**config.mk**
```make
export PLATFORM = sky130hd
export DESIGN_NAME = btn_cond
export DESIGN_NICKNAME = d
export VERILOG_FILES = /design/src/rtl/btn_pkg.sv /design/src/rtl/btn_chan.sv /design/src/rtl/btn_cond.sv
export SDC_FILE = /design/constraint.sdc
export NUM_CORES = 1
export LEC_CHECK = 0
export BUFFER_PORTS_ARGS = -buffer_cell sky130_fd_sc_hd__buf_4
export CORE_ASPECT_RATIO = 2
export CORE_MARGIN = 2
export CORE_UTILIZATION = 40
export DETAILED_ROUTE_END_ITERATION = 6
export GPL_TIMING_DRIVEN = 0
export PLACE_DENSITY_LB_ADDON = 0.1
export REMOVE_ABC_BUFFERS = 1
export SKIP_LAST_GASP = 1
export SLEW_MARGIN = 20
export SYNTH_ARGS = -nofsm -noshare
export SYNTH_HDL_FRONTEND = slang
export SYNTH_SLANG_ARGS = --single-unit
```
**constraint.sdc**
```tcl
create_clock -name clk -period 1.85 [get_ports clk]
set_input_delay 0.185 -clock clk [delete_from_list [all_inputs] [get_ports clk]]
set_output_delay 0.185 -clock clk [all_outputs]
set_load 0.05 [all_outputs]
```
**src/rtl/btn_pkg.sv**
```systemverilog
// rtl/btn_pkg.sv - shared state encoding, default timing and counter sizing for btn_cond
// Contents:
//   btn_st_t        2-bit per-channel debounce state
//   ST_*            state encodings IDLE / CHK_ON / HELD / CHK_OFF
//   *_DEF           default debounce and auto-repeat timing, in ce1ms ticks
//   btn_cnt_bits()  minimum tick counter width able to hold a given tick count
package btn_pkg;

   typedef logic [1:0] btn_st_t;

   localparam btn_st_t ST_IDLE    = 2'd0;
   localparam btn_st_t ST_CHK_ON  = 2'd1;
   localparam btn_st_t ST_HELD    = 2'd2;
   localparam btn_st_t ST_CHK_OFF = 2'd3;

   localparam int DB_MS_DEF      = 20;
   localparam int REP_DLY_MS_DEF = 500;
   localparam int REP_PER_MS_DEF = 100;
   localparam int CNT_W_DEF      = 10;

   function automatic int btn_cnt_bits(input int max_ticks);
      return (max_ticks < 2) ? 1 : $clog2(max_ticks + 1);
   endfunction

endpackage

```
**src/rtl/btn_chan.sv**
```systemverilog
// rtl/btn_chan.sv - one button channel: synchroniser, debounce FSM, registered level/press/release
// Optional feature: define AUTOREPEAT_EN to add press auto-repeat while the button is held.
// Ports:
//   clk        in   system clock
//   R_n        in   asynchronous active-low reset
//   ce1ms      in   1-clk tick every millisecond, paces all counting
//   btn        in   raw asynchronous button pin, 1 = pressed
//   level      out  debounced state, 1 = held
//   press      out  1-clk pulse on debounced 0->1 (and repeats with AUTOREPEAT_EN)
//   release_p  out  1-clk pulse on debounced 1->0
module btn_chan
   import btn_pkg::*;
#(
   parameter int DB_MS      = DB_MS_DEF,
   parameter int REP_DLY_MS = REP_DLY_MS_DEF,
   parameter int REP_PER_MS = REP_PER_MS_DEF,
   parameter int CNT_W      = CNT_W_DEF
) (
   input  logic clk,
   input  logic R_n,
   input  logic ce1ms,
   input  logic btn,
   output logic level,
   output logic press,
   output logic release_p
);

   localparam logic [CNT_W-1:0] DB_LAST = CNT_W'(DB_MS - 1);

   logic             btn_meta_q, btn_meta_d;
   logic             s_q, s_d;
   btn_st_t          st_q, st_d;
   logic [CNT_W-1:0] cnt_q, cnt_d;
   logic             level_q, level_d;
   logic             press_q, press_d;
   logic             rel_q, rel_d;

`ifdef AUTOREPEAT_EN
   localparam logic [CNT_W-1:0] REP_DLY_LAST = CNT_W'(REP_DLY_MS - 1);
   localparam logic [CNT_W-1:0] REP_PER_LAST = CNT_W'(REP_PER_MS - 1);

   logic [CNT_W-1:0] rep_cnt_q, rep_cnt_d;
   // 0: waiting out the initial hold delay, 1: in the periodic repeat phase
   logic             rep_per_q, rep_per_d;
`else
   logic unused_rep_cfg;
   assign unused_rep_cfg = (REP_DLY_MS > 0) ^ (REP_PER_MS > 0);
`endif

   always_comb begin
      btn_meta_d = btn;
      s_d        = btn_meta_q;
      st_d       = st_q;
      cnt_d      = cnt_q;
      level_d    = level_q;
      press_d    = 1'b0;
      rel_d      = 1'b0;
`ifdef AUTOREPEAT_EN
      rep_cnt_d  = rep_cnt_q;
      rep_per_d  = rep_per_q;
      // Any time outside HELD wipes the repeat timer, so each entry into
      // HELD (fresh press or recovered glitch) starts the delay from zero.
      if (st_q != ST_HELD) begin
         rep_cnt_d = '0;
         rep_per_d = 1'b0;
      end
`endif

      case (st_q)
         ST_IDLE: begin
            if (s_q) begin
               st_d  = ST_CHK_ON;
               cnt_d = '0;
            end
         end

         // A revert is tested before the tick so a drop coinciding with the
         // qualifying tick still aborts the press.
         ST_CHK_ON: begin
            if (!s_q) begin
               st_d = ST_IDLE;
            end else if (ce1ms) begin
               if (cnt_q == DB_LAST) begin
                  st_d    = ST_HELD;
                  level_d = 1'b1;
                  press_d = 1'b1;
               end else begin
                  cnt_d = cnt_q + CNT_W'(1);
               end
            end
         end

         ST_HELD: begin
            if (!s_q) begin
               st_d  = ST_CHK_OFF;
               cnt_d = '0;
            end
`ifdef AUTOREPEAT_EN
            else if (ce1ms) begin
               if (!rep_per_q) begin
                  if (rep_cnt_q == REP_DLY_LAST) begin
                     press_d   = 1'b1;
                     rep_cnt_d = '0;
                     rep_per_d = 1'b1;
                  end else begin
                     rep_cnt_d = rep_cnt_q + CNT_W'(1);
                  end
               end else begin
                  if (rep_cnt_q == REP_PER_LAST) begin
                     press_d   = 1'b1;
                     rep_cnt_d = '0;
                  end else begin
                     rep_cnt_d = rep_cnt_q + CNT_W'(1);
                  end
               end
            end
`endif
         end

         ST_CHK_OFF: begin
            if (s_q) begin
               st_d = ST_HELD;
            end else if (ce1ms) begin
               if (cnt_q == DB_LAST) begin
                  st_d    = ST_IDLE;
                  level_d = 1'b0;
                  rel_d   = 1'b1;
               end else begin
                  cnt_d = cnt_q + CNT_W'(1);
               end
            end
         end

         default: begin
            st_d = ST_IDLE;
         end
      endcase
   end

   always_ff @(posedge clk or negedge R_n) begin
      if (!R_n) begin
         btn_meta_q <= 1'b0;
         s_q        <= 1'b0;
         st_q       <= ST_IDLE;
         cnt_q      <= '0;
         level_q    <= 1'b0;
         press_q    <= 1'b0;
         rel_q      <= 1'b0;
      end else begin
         btn_meta_q <= btn_meta_d;
         s_q        <= s_d;
         st_q       <= st_d;
         cnt_q      <= cnt_d;
         level_q    <= level_d;
         press_q    <= press_d;
         rel_q      <= rel_d;
      end
   end

`ifdef AUTOREPEAT_EN
   always_ff @(posedge clk or negedge R_n) begin
      if (!R_n) begin
         rep_cnt_q <= '0;
         rep_per_q <= 1'b0;
      end else begin
         rep_cnt_q <= rep_cnt_d;
         rep_per_q <= rep_per_d;
      end
   end
`endif

   assign level     = level_q;
   assign press     = press_q;
   assign release_p = rel_q;

endmodule

```
**src/rtl/btn_cond.sv**
```systemverilog
// rtl/btn_cond.sv - push-button conditioner: NCH independent debounced channels
// Optional feature: define AUTOREPEAT_EN to add press auto-repeat while a button is held.
// Ports:
//   clk        in   system clock
//   R_n        in   asynchronous active-low reset
//   ce1ms      in   1-clk tick every millisecond
//   BTN        in   [NCH] raw asynchronous button pins, 1 = pressed
//   level      out  [NCH] debounced state, 1 = held
//   press      out  [NCH] 1-clk pulse on debounced press (plus repeats when enabled)
//   release_p  out  [NCH] 1-clk pulse on debounced release
module btn_cond
   import btn_pkg::*;
#(
   parameter int NCH        = 4,
   parameter int DB_MS      = DB_MS_DEF,
   parameter int REP_DLY_MS = REP_DLY_MS_DEF,
   parameter int REP_PER_MS = REP_PER_MS_DEF,
   parameter int CNT_W      = CNT_W_DEF
) (
   input  logic           clk,
   input  logic           R_n,
   input  logic           ce1ms,
   input  logic [NCH-1:0] BTN,
   output logic [NCH-1:0] level,
   output logic [NCH-1:0] press,
   output logic [NCH-1:0] release_p
);

   for (genvar g = 0; g < NCH; g++) begin : g_chan
      btn_chan #(
         .DB_MS      (DB_MS),
         .REP_DLY_MS (REP_DLY_MS),
         .REP_PER_MS (REP_PER_MS),
         .CNT_W      (CNT_W)
      ) u_chan (
         .clk       (clk),
         .R_n       (R_n),
         .ce1ms     (ce1ms),
         .btn       (BTN[g]),
         .level     (level[g]),
         .press     (press[g]),
         .release_p (release_p[g])
      );
   end

endmodule

```
# Word-level counts from Yosys, hierarchy flattened
# Cells that the tools add are included.
word_totals:
  regBits: 68
  in_bits: 7
  out_inout_bits: 12
classes:
  addsub: 4
  n_eq_ne: 64
  mux: 116
  n_reduce_logical: 20
op_table:
  columns: ["op", "count"]
  rows:
  - ["$mux 10", 24]
  - ["$pmux 10 s4", 4]
  - ["$mux 2", 32]
  - ["$mux 1", 48]
  - ["$add 10x1->10 const B", 4]
  - ["$eq 10x5->1 const B", 4]
  - ["$ne 2x1->1 const B", 16]
  - ["$ne 2x2->1 const B", 16]
  - ["$pmux 2 s4", 4]
  - ["$reduce_and 7->1", 4]
  - ["$ne 3x3->1 const B", 8]
  - ["$reduce_and 6->1", 4]
  - ["$eq 2x2->1 const B", 8]
  - ["$reduce_and 4->1", 4]
  - ["$ne 3x1->1 const B", 4]
  - ["$ne 3x2->1 const B", 4]
  - ["$eq 2x1->1 const B", 4]
  - ["$logic_not 2->1", 4]
  - ["$pmux 1 s2", 4]
  - ["$reduce_bool 2->1", 4]

# Depth between registers and ports, before layout
depth:
  ltp_word: 5
  mapped_depth: 7

# Hierarchy
# Synthesis repeated with hierarchy kept, for this count alone.
hier_totals:
  cells_unflattened: 334
  hier_area_um2: 3365.7
by_module_without_submodules:
  columns: ["mod", "instances", "cells_per_inst", "area_per_inst_um2", "seq_area_each_um2"]
  rows:
  - ["btn_chan at g_chan[0].u_chan ...", 2, 83, 843.3, 425.4]
  - ["btn_chan at g_chan[2].u_chan ...", 2, 84, 839.6, 425.4]

# Least setup slack after synthesis
# OpenSTA, ideal clock, no wires.
synth_path:
  kind: "register to register"
  startpoint: "register g_chan[0].u_chan.cnt_q[0]"
  endpoint: "register g_chan[0].u_chan.cnt_q[5]"
  setup_ns: 0.122
  arrival_ns: 1.497
  required_time_ns: 1.728
  slack_ns: 0.232
  stages_incl_launch_ff: 7
  path_buffers: 1
  synth_period_minus_slack_ns: 1.618
  cell_sequence: "dfrtp_1 ha_1 nor4b_2 nand4_1 and3_1 clkbuf_1 a32o_1"
synth_via:
  elab_chain_cells: 5
synth_lines:
  columns: ["element", "line", "source"]
  rows:
  - ["start, declared", "btn_chan.sv:33", "logic [CNT_W-1:0] cnt_q, cnt_d;"]
  - ["start signal, assigned", "btn_chan.sv:153", "cnt_q <= cnt_d;"]
  - ["$add 10x1->10 or $eq 10x5->1 (tied branches)", null, null]
  - ["$mux 10 (*)", "btn_chan.sv:83, btn_chan.sv:124", null]
  - ["$mux 10 (*)", "btn_chan.sv:123", "end else if (ce1ms) begin"]
  - ["$mux 10 (on tied branches)", "btn_chan.sv:121, btn_chan.sv:80", null]
  - ["$pmux 10 s4 (*)", "btn_chan.sv:69", "case (st_q)"]
# Every way passes the cells marked *; elsewhere a longest branch is shown, timed or not. The select of a mux whose other input is x is not followed.
# A chain may end at the register's enable or synchronous reset.

# Worst setup path in the final report
layout_path:
  startpoint: "register g_chan[2].u_chan.cnt_q[0]"
  endpoint: "register g_chan[2].u_chan.cnt_q[0]"
layout_via:
  elab_chain_cells: 5
layout_lines:
  columns: ["element", "line"]
  rows:
  - ["start, declared", "btn_chan.sv:33"]
  - ["start signal, assigned", "btn_chan.sv:153"]
  - ["$add 10x1->10 or $eq 10x5->1 (tied branches)", null]
  - ["$mux 10", "btn_chan.sv:83, btn_chan.sv:124"]
  - ["$mux 10 (*)", "btn_chan.sv:123"]
  - ["$mux 10 (on tied branches)", "btn_chan.sv:121, btn_chan.sv:80"]
  - ["$pmux 10 s4 (*)", "btn_chan.sv:69"]
# Marks and branches as above.

==> flow_summary.ini <==
[status]
status = complete, but fails checks
failed_checks = negative hold slack

[clock_network]
cts_max_path_buffers = 2
htreeDepth = 3
cts_sinks = 68
cts_root_buf = clkbuf_16
cts_tree = yes
cts.clk_slew.worst_paths_ns = 0.06
cts_made_buffers = 9
clk-insertion-delay-late_ns = 0.33

[final_layout]
ff_latch_area_um2 = 1700
drive_above_1_share = 0.152
diodes = 0
nets = 367
fillCellCount = 803
multi_input_area_um2 = 1550
area_growth_syn_to_layout_pct = 15.6
design_area_um2 = 3910

[logic_synthesis]
synth_edf_count = 0
synth_area_um2 = 3380
yosys.area.top_type = dfrtp_1
synth_common_cells = dfrtp_1 (68), nor2_1 (43), nand2_1 (32)
ys_seq_elements = 68
synth.most_common_cell = dfrtp_1
synth_area_leaders = dfrtp_1 (50%), nor2_1 (4.8%), nand2_1 (3.6%)
synth_top_area_frac = 0.503
synthCells = 345
seq_area_frac_synth = 0.503
yosysWarnings = 0
synthFlopType = dfrtp_1
avgSynthCellArea_um2 = 9.81
ys_async_sr_fraction = 1.00
yosysUniqueCellTypes = 49

[critical_path]
crit_path_end_kind = flop
worstPathArrival_ns = 2.00
worst-setup-path-type = reg2reg
cp.required_ns = 2.07
max_stage_delay_ns = 0.40
path_cells = ha_1 > nor2b_1 > a31o_2 > nor2_4 > mux2_2 > a22o_1
crit_fanout = 5
slowest_stage = dfrtp_1
worst_setup_path_start_kind = flop

[sta]
fin_hold_ws_ns = -0.0352
tns_ns = 0
min_period_ns = 1.78
rsz0062_at_grt = false
finalHoldViolCount = 66
maxSlewViolCount = 0
setup_ws_ns = 0.0708
fmax_mhz = 562
finClkSkew_ns = 0.00261
setup_viol = 0
tightest_slew_ns = 0.848
relSlewSlack = 0.434
post-route-period-util = 0.962

[min_path]
hold_class = in2async

[global_routing]
grt_usage = 0.151
grt_max_degree = 69
busiest_layer = met2
use_met3 = 0.0323
antenna_found_initial = 0
grt_pass1_wl_um = 11300
grt_pass1_vias = 2389
grt_remaining_overflow = 0
use_met2 = 0.260
grtUsageMet1 = 0.175

[run]
max_cap_viol_count = 0

[pwr]
ir_drop_v = 0.000617
p_int_mw = 2.91
p_seq_frac = 0.440
combPwrFrac = 0.076
sw_frac_of_total = 0.239
p_per_area_nw_per_um2 = 979
p_leak_nw = 1.74
clkPwrFrac = 0.484
p_sw_mw = 0.917

[place]
routabilityCongestion = 0.752
dp_slack_ns = -0.0668
io_buffers = 18
placed_area_um2 = 3520
hpwlAfterDp_um = 4450

[detailed_routing]
wl_per_cell_um = 14.3
ant_nets = 0
drtIter0Drc = 155
drc = 0
num_vias = 2530
dr.pass1.iters = 4
vias_per_cell = 5.51
wl_um = 6560

[floorplanning]
initial_core_util = 0.411
fp.dieH_um = 134
coreArea_um2 = 8230
pin_count = 19
row_count = 47
dieArea_um2 = 9250
fp.dieW_um = 69.0
-- state kept, by name, summed over array words and instances, names as in the netlist, named ones only --
| name | flops |
|---|---|
| g_chan.u_chan.level | 4 |
| g_chan.u_chan.btn_meta_q | 4 |
| g_chan.u_chan.cnt_q | 40 |
| g_chan.u_chan.press | 4 |
| g_chan.u_chan.st_q | 4 |
| g_chan.u_chan.release_p | 4 |
| g_chan.u_chan.s_q | 4 |
-- critical path, delay by kind of cell (launching register included) --
family / cells / cell delay [ns]
multiplexers: 1 / 0.28
AND/OR/NAND/NOR: 2 / 0.31
adder cells (fa/ha/maj): 1 / 0.22
AO/OA/AOI/OAI: 2 / 0.45
flip-flops: 1 / 0.40
-- layout by cell type (no fill, tap or decap), types with 3 or more instances in the layout --
| cell type | synthesis | layout |
|---|---|---|
| dfrtp_1 | 68 | 68 |
| nor2_1 | 43 | 41 |
| nand2_1 | 32 | 32 |
| a21oi_1 | 21 | 21 |
| o21ai_0 | 21 | 21 |
| nand3_1 | 20 | 20 |
| buf_4 | 12 | 18 |
| and3_1 | 13 | 13 |
| nor3_1 | 11 | 11 |
| xor2_1 | 9 | 9 |
| a22o_1 | 9 | 9 |
| clkbuf_16 | 0 | 9 |
| inv_1 | 6 | 6 |
| xnor2_1 | 6 | 5 |
| nor4_1 | 4 | 4 |
| or4_1 | 4 | 4 |
| mux2i_1 | 4 | 4 |
| ha_1 | 4 | 4 |
| dlygate4sd3_1 | 0 | 4 |
| nor3b_1 | 3 | 3 |
| nand4_1 | 3 | 3 |
| o31ai_1 | 3 | 3 |
| a21o_1 | 3 | 3 |
| a31o_2 | 3 | 3 |
| clkinvlp_4 | 0 | 3 |
-- final timing paths --
path                                             start                         end  slack (ns)  cells after the start
max                          g_chan[2].u_chan.cnt_q[0]   g_chan[2].u_chan.cnt_q[0]        0.07                      6
min                                                R_n   g_chan[3].u_chan.cnt_q[2]       -0.04                      1
max reg2reg                  g_chan[2].u_chan.cnt_q[0]   g_chan[2].u_chan.cnt_q[0]        0.07                      6
min reg2reg                g_chan[1].u_chan.btn_meta_q        g_chan[1].u_chan.s_q        0.35                      0
max in group asynchronous                          R_n   g_chan[0].u_chan.cnt_q[8]        1.33                      1
min in group clk                                 ce1ms  g_chan[0].u_chan.release_p        0.26                      3
-- layout make-up --
type | count | area share
clock buffer | 10 | 0.0611
clock inverter | 6 | 0.0224
inverter | 6 | 0.00576
multi-input combinational | 248 | 0.396
sequential | 68 | 0.435
tap | 98 | 0.0314
timing repair buffer | 23 | 0.0477
-- cells by family (layout without fill, tap and decap cells) --
logic type / after synthesis / count (layout) / share of synthesized area
flip-flops: 68 / 68 / 0.503
multiplexers: 6 / 6 / 0.0185
AO/OA/AOI/OAI: 74 / 74 / 0.147
AND/OR/NAND/NOR: 147 / 147 / 0.219
adder cells (fa/ha/maj): 4 / 4 / 0.0148
XOR/XNOR: 17 / 17 / 0.0484
buffers and inverters: 29 / 45 / 0.0492
-- power groups by stage --
stage | Clock, mW | Sequential, mW | Combinational [mW]
floorplan | 0 | 1.68 | 0.195
global placement | 0 | 1.71 | 0.276
detailed placement | 0 | 1.71 | 0.287
CTS | 1.90 | 1.68 | 0.297
global route | 1.95 | 1.70 | 0.339
finish | 1.85 | 1.68 | 0.292
-- per-layer routing --
layer	part of all wire	up-vias
li1	-	1255
met3	0.021	9
met2	0.53	28
met5	0	-
met4	0.020	0
met1	0.43	1238
-- through the flow --
stage          std cells  total power, mW  utilization
2_1_floorplan        322             1.88            -
3_3_place_gp         438             1.98        0.425
3_5_place_dp         439             2.00        0.427
4_1_cts              459             3.88        0.473
5_1_grt              459             3.99        0.475
6_report             459             3.83        0.475
-- timing repair --
item                                    CTS  global route
endpoints found under the hold margin     4             0
resized for setup                         1             4
setup buffers                             0             0
endpoints found under the setup margin    3            11
gates cloned                              0             0
hold buffers                              4             0
pin swaps                                 0             2
Note: power is estimated with default switching activity, not from simulation.
